**src/rtl/sc_alaghi_nadder.sv**
```systemverilog
// N-input scaled stochastic adder: popcount of the input bits feeds a modulo-N
// accumulator whose wrap-arounds form the output stream, so P(out) = sum(P(in)) / N.
module sc_alaghi_nadder #(
  parameter int INPUT_STREAMS = 31
) (
  input  logic                     clk,
  input  logic                     rst,
  input  logic [INPUT_STREAMS-1:0] inpts,
  output logic                     out
);

  localparam int CW     = $clog2(INPUT_STREAMS + 1);
  localparam int AW     = $clog2(2 * INPUT_STREAMS);
  localparam int LEVELS = (INPUT_STREAMS > 1) ? $clog2(INPUT_STREAMS) : 1;
  localparam int LEAVES = 1 << LEVELS;
  localparam int NODES  = 2 * LEAVES - 1;
  localparam logic [AW-1:0] N_AW = AW'(INPUT_STREAMS);

  // Heap-ordered adder tree: node 0 is the root, leaves start at LEAVES-1.
  // Every partial sum is bounded by N, so CW bits suffice at every level.
  logic [CW-1:0] node [0:NODES-1];

  genvar gi;
  generate
    for (gi = 0; gi < LEAVES; gi++) begin : g_leaf
      if (gi < INPUT_STREAMS) begin : g_live
        assign node[LEAVES-1+gi] = CW'(inpts[gi]);
      end else begin : g_pad
        assign node[LEAVES-1+gi] = '0;
      end
    end
    for (gi = 0; gi < LEAVES - 1; gi++) begin : g_add
      assign node[gi] = node[2*gi+1] + node[2*gi+2];
    end
  endgenerate

  logic [CW-1:0] cnt_reg;
  logic [AW-1:0] acc_reg;
  logic [AW-1:0] acc_next;
  logic [AW-1:0] sum;
  logic          out_next;

  always_comb begin
    sum      = acc_reg + AW'(cnt_reg);
    acc_next = sum;
    out_next = 1'b0;
    if (sum >= N_AW) begin
      acc_next = sum - N_AW;
      out_next = 1'b1;
    end
  end

  always_ff @(posedge clk) begin
    if (rst) begin
      cnt_reg <= '0;
      acc_reg <= '0;
      out     <= 1'b0;
    end else begin
      cnt_reg <= node[0];
      acc_reg <= acc_next;
      out     <= out_next;
    end
  end

endmodule

```
**config.mk**
```make
export PLATFORM = sky130hd
export DESIGN_NAME = sc_alaghi_nadder
export DESIGN_NICKNAME = d
export VERILOG_FILES = /design/src/rtl/sc_alaghi_nadder.sv
export SDC_FILE = /design/constraint.sdc
export NUM_CORES = 1
export LEC_CHECK = 0
export BUFFER_PORTS_ARGS = -buffer_cell sky130_fd_sc_hd__buf_2
export CORE_MARGIN = 2
export CORE_UTILIZATION = 50
export DETAILED_ROUTE_END_ITERATION = 10
export PLACE_DENSITY = 0.77
export SETUP_SLACK_MARGIN = 0.1
export SKIP_CTS_REPAIR_TIMING = 1
export SLEW_MARGIN = 20
export SYNTH_ARGS = -nofsm -noshare
export SYNTH_HDL_FRONTEND = slang
export SYNTH_SLANG_ARGS = --single-unit
```
**constraint.sdc**
```tcl
create_clock -name clk -period 4.07 [get_ports clk]
set_input_delay 0.2035 -clock clk [delete_from_list [all_inputs] [get_ports clk]]
set_output_delay 0.2035 -clock clk [all_outputs]
set_load 0.005 [all_outputs]
```
==> results of run 1 <==
cell type report:
type | count | area [um2]
multi-input cells | 114 | 1370
fillers | 291 | 1220
flip-flops and latches | 12 | 240
repair buffers | 34 | 198
inverters | 46 | 173
well taps | 46 | 57.6
clock buffers | 3 | 22.5
final timing paths:
path              start          to  slack, ps  cells past startpoint
min reg2reg  acc_reg[0]  acc_reg[0]        760                      3
max           inpts[25]  cnt_reg[4]         90                     15
max reg2reg  cnt_reg[0]  acc_reg[2]       1550                      7
min                 rst  cnt_reg[3]        280                      2
metal layers:
metal | vias to the layer above | routed length (um) | share of wire (%)
met1 | 591 | 1130 | 42
met2 | 22 | 1420 | 53
met3 | 2 | 89 | 3.4
met5 | - | 0 | 0
li1 | 630 | - | -
met4 | 0 | 23 | 0.87
critical path, cell delays in order:
cell and delay, ps:
buf_6 100, ha_4 230, fa_1 520, inv_2 40, fa_1 530, inv_1 50, fa_2 530, fa_1 420
fa_1 450, ha_2 200, fa_2 390, a21o_1 170, a21oi_2 120, xnor2_1 120, nor2_1 50
synthesized netlist by cell type, drive strengths merged:
cell / number
nor3: 4
or4: 2
nand3b: 1
o211ai: 2
nand2: 1
xnor2: 2
clkbuf: 1
o21ai: 3
a21boi: 2
or3b: 1
nor2b: 3
and3: 1
ha: 28
a21o: 2
or3: 1
o211a: 1
a2111oi: 1
o21ba: 1
fa: 26
nor2: 11
a211oi: 1
mux2: 2
o311ai: 1
dfxtp: 12
nor4: 2
xor2: 3
nand3: 3
nand2b: 1
a21oi: 8
inv: 46
metrics by stage:
step                total power [mW]  hold slack [ps]  utilization, %  setup WS, ps
floorplan                       1.20              420               -          5.67
global placement                1.39              543            60.8          -185
detailed placement              1.43              557            60.8          -221
CTS                             1.50              283            61.5          56.4
global route                    1.75              299            62.7         -34.3
finish                          1.51              282            62.7          89.3
cells by family (layout without fill, tap and decap cells):
family / Yosys count / count (layout)
AOI/OAI and AO/OA: 22 / 22
adders and majority gates: 54 / 54
buffers and inverters: 47 / 83
muxes: 2 / 2
DFF: 12 / 12
xor gates and xnor gates: 5 / 5
and+or+nand+nor: 31 / 31
power by group:
part / switching [mW] / internal, mW
sequential: 0.0151 / 0.169
clock: 0.0329 / 0.0341
combinational: 0.646 / 0.615
==> results.py, run 1 <==
metrics = {
    "clock_network": {
        "cts_sinks": 12,
        "cts_tree": "built",
        "cts_buffer_depth": 2,
        "cts-htree-levels": 1,
        "numCtsBuffers": 3,
        "ctsRootBufferMaster": "clkbuf_4",
        "clk_latency_ps": 260,
        "cts.clk_slew.worst_paths_ps": 70,
    },
    "layout": {
        "largest_reg_flops": 6,
        "layout-drive-gt1-share_pct": 28.7,
        "insertedDiodeCount": 0,
        "final_common_cell": "inv_1",
        "area_growth_pct": 22.4,
        "finish.instance_area_mm2": 0.00206,
        "nNetsFinal": 298,
        "fin_cells": 255,
        "mostFrequentLayoutCells": "41 x inv_1, 29 x buf_2, 24 x fa_1",
    },
    "synth": {
        "synthXorXnorAreaFrac_pct": 2.60,
        "synth_top_area_cell": "fa_1",
        "synth_compound_area_share_pct": 9.29,
        "yosys_warnings": 0,
        "synth_area_leaders": "fa_1 31%, ha_1 21%, dfxtp_1 14%",
        "synth-adder-area-share_pct": 51.7,
        "synth_top_area_share_pct": 30.9,
        "synth_nets": 260,
        "ys_seq_area_share_pct": 14.3,
        "synthDistinctLibCells": 32,
        "synth_area_mm2": 0.00168,
        "syn_inst": 173,
        "avgSynthCellArea_um2": 9.73,
        "synth_mux_area_share_pct": 1.34,
        "ys_ff_latch": 12,
        "synthSimpleGateAreaFrac_pct": 10.3,
        "synth_top_family_by_area": "adder cells",
    },
    "detailed_routing": {
        "via_count": 1245,
        "drt_pass1_iterations": 4,
        "vias_per_cell": 4.88,
        "ant_nets": 0,
        "wl_per_cell_um": 10.4,
        "drt_wl_total_um": 2660,
        "drtIter0Drc": 43,
        "drcViolationCount": 0,
    },
    "global_route": {
        "grt-ovfl-total": 0,
        "met3_usage_pct": 1.24,
        "grt_pass1_wl_um": 4670,
        "grt_use_met2_pct": 31.1,
        "busiest_layer": "met2",
        "met1_usage_pct": 19.1,
        "grt_pass1_vias": 1260,
        "track_usage_pct": 16.2,
        "antenna_found_initial": 0,
        "grt_max_degree": 15,
    },
    "setup_path": {
        "worst_ep_arrival_time_ps": 4120,
        "required_ps": 4210,
        "worstSetupPathType": "input port to flip-flop",
        "crit_fanout": 2,
        "endpoint_kind": "flip-flop",
        "startpoint_type": "input port",
    },
    "floorplanning": {
        "num_rows": 21,
        "coreArea_mm2": 0.00328,
        "start_util_pct": 51.3,
        "die_height_um": 62.0,
        "io_pins": 34,
        "die_w_um": 62.0,
        "die_area_mm2": 0.00385,
    },
    "timing": {
        "fin_setup_tns_ps": 0,
        "finalCritPeriodShare_pct": 97.8,
        "rsz0062_at_grt": "true",
        "slew_violations": 0,
        "setup_violations": 0,
        "hold_violations": 0,
        "tightest_slew_ps": 414,
        "fin_worst_skew_ps": 3.35,
        "maxSlewHeadroom_pct": 72.3,
        "fin_crit_ps": 3980,
        "max_clock_freq_mhz": 251,
    },
    "place": {
        "numPlacedInstances": 252,
        "gp_routability_congestion": 0.843,
        "dpl_cell_area_mm2": 0.00200,
        "place_hpwl_um": 2410,
        "portBuffers": 33,
    },
    "power_and_ir_drop": {
        "power_density_mw_per_mm2": 734,
        "ir_drop_uv": 634,
        "p_leak_nw": 1.03,
    },
    "run": {
        "max_cap_violations": 0,
    },
    "outcome": {
        "status": "complete, no violations",
    },
    "hold_path": {
        "hold_path_class": "input port to flip-flop",
    },
}
Note: power is estimated with default switching activity, not from simulation.
==> run 2, diff against run 1 <==
PLACE_DENSITY = 0.74   (was 0.77)
clock period = 4.06 ns   (was 4.07 ns; I/O delays follow)
==> run 2 against run 1 <==
- total power grew 11%
- critical path depth unchanged
- die area stayed put
- via count rose by 2.4%
- final area fell by 0.79%
- sequential power is essentially flat
- hold slack got worse by 11 ps
- register-to-register slack got worse by 70 ps
- sequential share of layout area increased by 0.093 points
- global-route usage is 3.6 points higher
- combinational power rose by 13%
- routed wire length grew 16%
- critical path type unchanged
- largest power group unchanged
==> results.py, run 2 (synthesis gave the netlist of run 1 again) <==
metrics = {
    "timing": {
        "max_clock_freq_mhz": 251,
        "rsz0062_at_grt": "true",
        "hold_violations": 0,
        "finalCritPeriodShare_pct": 98.2,
        "setup_ws_ps": 71.9,
        "tightest_slew_ps": 430,
        "fin_setup_tns_ps": 0,
        "setup_violations": 0,
        "fin_crit_ps": 3990,
        "hold_slack_ps": 271,
        "maxSlewHeadroom_pct": 71.2,
        "slew_violations": 0,
        "fin_worst_skew_ps": 4.63,
    },
    "detailed_routing": {
        "wl_per_cell_um": 12.0,
        "wl_met3_um": 83,
        "met2WireLength_um": 1860,
        "drt-met1-wl_um": 1070,
        "drt_wl_total_um": 3080,
        "vias_per_cell": 4.98,
        "via_count": 1275,
        "drtIter0Drc": 49,
        "drt_pass1_iterations": 4,
        "drcViolationCount": 0,
        "ant_nets": 0,
        "top_signal_layer_used": "met4",
    },
    "global_route": {
        "grt_max_degree": 15,
        "grt_pass1_vias": 1405,
        "grt_pass1_wl_um": 5540,
        "grt-ovfl-total": 0,
        "antenna_found_initial": 0,
        "track_usage_pct": 19.8,
    },
    "power_and_ir_drop": {
        "ir_drop_uv": 597,
        "p_leak_nw": 1.04,
        "power_density_mw_per_mm2": 820,
    },
    "setup_path": {
        "cp_slowest_stage_delay_ps": 560,
        "reg2reg_slack_ps": 1480,
        "endpoint_kind": "flip-flop",
        "cp_slowest_cell": "fa_2",
        "required_ps": 4220,
        "startpoint_type": "input port",
        "crit_path_frequent_cell": "fa_1",
        "crit_fanout": 2,
        "worst_ep_arrival_time_ps": 4150,
        "path_cells": "buf_2, ha_4, inv_2, fa_1, fa_1, inv_2, fa_2, fa_1, fa_1, ha_2, fa_2, a21o_1, a21oi_2, xnor2_1, nor2_1",
        "worstSetupPathType": "input port to flip-flop",
    },
    "clock_network": {
        "cts_sinks": 12,
        "clk_latency_ps": 270,
        "ctsRootBufferMaster": "clkbuf_4",
        "numCtsBuffers": 3,
        "cts_buffer_depth": 2,
        "cts.clk_slew.worst_paths_ps": 70,
        "cts-htree-levels": 1,
        "cts_tree": "built",
    },
    "layout": {
        "fin_cells": 256,
        "mostFrequentLayoutCells": "41 x inv_1, 32 x buf_2, 24 x fa_1",
        "layout-drive-gt1-share_pct": 29.0,
        "area_growth_pct": 21.4,
        "insertedDiodeCount": 0,
        "largest_reg_flops": 6,
        "finish.instance_area_mm2": 0.00204,
        "nNetsFinal": 299,
        "final_common_cell": "inv_1",
    },
    "hold_path": {
        "hold_path_class": "input port to flip-flop",
    },
    "floorplanning": {
        "num_rows": 21,
        "coreArea_mm2": 0.00328,
        "die_area_mm2": 0.00385,
        "start_util_pct": 51.3,
        "io_pins": 34,
        "die_height_um": 62.0,
        "die_w_um": 62.0,
    },
    "outcome": {
        "status": "complete, no violations",
    },
    "place": {
        "numPlacedInstances": 252,
        "dp_slack_ps": -265,
        "place_hpwl_um": 2820,
        "portBuffers": 33,
        "dpl_cell_area_mm2": 0.00200,
        "gp_routability_congestion": 0.837,
    },
    "run": {
        "max_cap_violations": 0,
    },
}
==> run 2: cell types whose count changed in the layout (fill, tap and decap cells not counted) <==
cell,before,now
xnor2_1,2,1
buf_4,1,2
xnor2_2,0,1
ha_4,7,6
buf_6,4,1
ha_1,20,21
buf_2,29,32
==> run 2: where the power goes <==
part / leakage, nW / internal (mW) / total [mW] / switching [mW]
clock network: 0.0138 / 0.0344 / 0.0716 / 0.0373
registers: 0.0991 / 0.169 / 0.185 / 0.0162
logic: 0.924 / 0.702 / 1.42 / 0.717
total: 1.04 / 0.906 / 1.68 / 0.770
==> run 2: metal layers <==
metal,vias to the layer above,track usage (%)
li1,632,-
met1,608,20.9
met2,29,40.3
met3,6,1.24
met4,0,6.99
met5,-,0
==> run 2: final cells by class <==
class | count | area [um2]
Timing Repair Buffer | 35 | 186
Inverter | 46 | 173
Sequential cell | 12 | 240
Fill cell | 272 | 1240
Clock buffer | 3 | 22.5
Multi-Input combinational cell | 114 | 1370
Tap cell | 46 | 57.6
==> run 2: final timing paths <==
check,end,from,depth (start not counted)
setup / recovery,cnt_reg[4],inpts[8],15
hold / removal,cnt_reg[3],rst,2
setup reg to reg,acc_reg[2],cnt_reg[0],7
hold reg to reg,acc_reg[0],acc_reg[0],3
==> run 2: through the flow <==
stage,total power [mW],utilization [%]
3_5_place_dp,1.47,60.8
2_1_floorplan,1.20,-
3_3_place_gp,1.43,60.8
5_1_grt,1.94,62.2
4_1_cts,1.55,61.5
6_report,1.68,62.2
==> run 2: critical path, delay by kind of cell <==
family,cells,cell delay (ps)
AOI/OAI and AO/OA,2,290
xor gates and xnor gates,1,130
adders and majority gates,8,3280
buffers and inverters,3,190
and+or+nand+nor,1,60
==> run 3, diff against run 2 <==
ABC_AREA = 1   (was default)
PLACE_DENSITY = 0.73   (was 0.74)
clock period = 4 ns   (was 4.06 ns; I/O delays follow)
==> run 3 against run 2 <==
- sequential cell count stayed put
- sequential share of layout area is 0.47 points lower
- hold slack worse by 96 ps
- worst setup slack better by 140 ps
- synthesized cell count is 23% higher
- non-clock buffer count is 1 lower
- register-to-register slack better by 480 ps
- largest power group unchanged
==> results.py, run 3 <==
metrics = {
    "place": {
        "portBuffers": 33,
        "dpl_cell_area_mm2": 0.00209,
        "dp_slack_ps": -110,
        "gp_routability_congestion": 0.807,
        "place_hpwl_um": 2890,
        "numPlacedInstances": 293,
    },
    "global_route": {
        "grt-ovfl-total": 0,
        "grt_max_degree": 8,
        "track_usage_pct": 18.0,
        "grt_pass1_vias": 1466,
        "grt_pass1_wl_um": 5850,
        "antenna_found_initial": 0,
    },
    "synth": {
        "synth_edf_count": 0,
        "synth_area_leaders": "fa_1 29%, ha_1 20%, dfxtp_1 13%",
        "synth_top_area_share_pct": 29.0,
        "syn_inst": 213,
        "synth_top_area_cell": "fa_1",
        "ys_seq_area_share_pct": 13.4,
        "synth_nets": 300,
        "yosysMostFrequentCell": "inv_1",
        "ys_ff_latch": 12,
        "ys_async_sr_fraction_pct": 0,
        "yosys_warnings": 0,
        "synth_common_cells": "63 x inv_1, 28 x ha_1, 28 x nand2_1",
        "synthDistinctLibCells": 20,
        "ys.flop_type": "dfxtp_1",
        "synth_area_mm2": 0.00179,
        "avgSynthCellArea_um2": 8.42,
    },
    "power_and_ir_drop": {
        "netSwitchingFraction_pct": 51.2,
        "power_density_mw_per_mm2": 837,
        "comb_power_share_pct": 84.9,
        "p_leak_nw": 1.18,
        "p_clk_share_pct": 4.1,
        "p_sw_uw": 912,
        "internal-power_uw": 871,
        "ir_drop_uv": 464,
        "p_seq_share_pct": 11.0,
    },
    "floorplanning": {
        "io_pins": 34,
        "num_rows": 21,
        "coreArea_mm2": 0.00339,
        "die_area_mm2": 0.00408,
        "die_height_um": 63.9,
        "start_util_pct": 52.9,
        "die_w_um": 63.9,
    },
    "detailed_routing": {
        "drtIter0Drc": 45,
        "drt_pass1_iterations": 5,
        "ant_nets": 0,
        "vias_per_cell": 4.62,
        "via_count": 1367,
        "wl_per_cell_um": 10.3,
        "drcViolationCount": 0,
        "drt_wl_total_um": 3060,
    },
    "layout": {
        "mostFrequentLayoutCells": "61 x inv_1, 33 x buf_2, 28 x nand2_1",
        "finish.instance_area_mm2": 0.00213,
        "fin_cells": 296,
        "area_growth_pct": 18.8,
        "nNetsFinal": 339,
        "layout-drive-gt1-share_pct": 26.0,
        "largest_reg_flops": 6,
        "final_common_cell": "inv_1",
        "insertedDiodeCount": 0,
    },
    "hold_path": {
        "hold_path_class": "input port to flip-flop",
        "hold_depth": 2,
    },
    "setup_path": {
        "required_ps": 4160,
        "rr_worst_depth": 11,
        "crit_fanout": 2,
        "endpoint_kind": "flip-flop",
        "worst_ep_arrival_time_ps": 3950,
        "worstSetupPathType": "input port to flip-flop",
        "startpoint_type": "input port",
    },
    "timing": {
        "rsz0062_at_grt": "true",
        "slew_violations": 0,
        "setup_violations": 0,
        "hold_violations": 0,
        "fin_crit_ps": 3790,
        "finalCritPeriodShare_pct": 94.7,
        "fin_worst_skew_ps": 8.14,
        "tightest_slew_ps": 292,
        "maxSlewHeadroom_pct": 80.5,
        "max_clock_freq_mhz": 264,
        "hold_slack_ps": 175,
        "setup_ws_ps": 213,
    },
    "clock_network": {
        "cts_tree": "built",
        "clk_latency_ps": 270,
        "cts-htree-levels": 1,
        "cts_buffer_depth": 2,
        "ctsRootBufferMaster": "clkbuf_4",
        "cts.clk_slew.worst_paths_ps": 70,
        "numCtsBuffers": 3,
        "cts_sinks": 12,
    },
    "run": {
        "max_cap_violations": 0,
    },
    "outcome": {
        "status": "complete, no violations",
    },
}
-- run 3: changes by cell type after synthesis, moves of 3 or more --
cell / previous run / this run
nor3_1: 3 / 0
inv_1: 46 / 63
nand2_4: 0 / 4
nand2_2: 0 / 4
nand3_1: 3 / 11
nor2b_1: 3 / 0
nand2_1: 1 / 28
-- run 3: kinds of logic (layout without fill, tap and decap cells) --
logic type / Yosys count / after routing / share of synthesized area [%]
DFF: 12 / 12 / 13.4
buffers and inverters: 65 / 102 / 13.6
adders and majority gates: 54 / 54 / 48.6
and+or+nand+nor: 65 / 65 / 18.6
AOI/OAI and AO/OA: 12 / 12 / 3.42
xor gates and xnor gates: 5 / 5 / 2.44
-- run 3: path summary, 6_finish.rpt --
kind / from / to / slack [ps]
worst max-delay path: inpts[16] / cnt_reg[4] / 210
worst min register to register: acc_reg[5] / acc_reg[4] / 660
worst max register to register: acc_reg[0] / acc_reg[2] / 1960
worst min-delay path: rst / acc_reg[3] / 180
-- run 3: metal layers --
metal	track usage, %	vias up	wire length, um
met5	0	-	0
met1	22.8	632	1410
met3	1.58	2	79
li1	-	711	-
met2	33.5	22	1550
met4	3.26	0	17
-- run 3: metrics by stage --
| stage | total power, mW | TNS [ps] | utilization (%) |
|---|---|---|---|
| after detailed placement | 1.66 | -185 | 61.5 |
| after global routing | 2.04 | 0 | 62.8 |
| after floorplan | 1.34 | 0 | - |
| after global placement | 1.62 | -53.5 | 61.5 |
| final | 1.78 | 0 | 62.8 |
| after CTS | 1.74 | 0 | 62.2 |
-- run 3: power groups by stage --
stage | sequential [mW] | clock, mW | combinational, mW
2_1_floorplan | 0.193 | 0 | 1.14
3_3_place_gp | 0.200 | 0 | 1.42
3_5_place_dp | 0.200 | 0 | 1.46
4_1_cts | 0.198 | 0.0741 | 1.47
5_1_grt | 0.202 | 0.0801 | 1.75
6_report | 0.197 | 0.0725 | 1.51
-- run 3: layout make-up --
class / instances / area (um2)
timing repair buffer: 34 / 173
tap: 46 / 57.6
fill: 294 / 1260
sequential: 12 / 240
multi-input combinational: 136 / 1390
inverter: 65 / 244
clock buffer: 3 / 22.5
-- run 3: critical path, stage by stage --
cell and delay (ps):
buf_2 100, ha_1 300, fa_2 530, inv_1 50, fa_1 360, inv_1 80, fa_1 430, fa_1 540
inv_1 60, fa_1 540, inv_1 70, fa_2 410, nand3_2 60, nand2_1 60, o21ai_1 110, a21oi_1 50
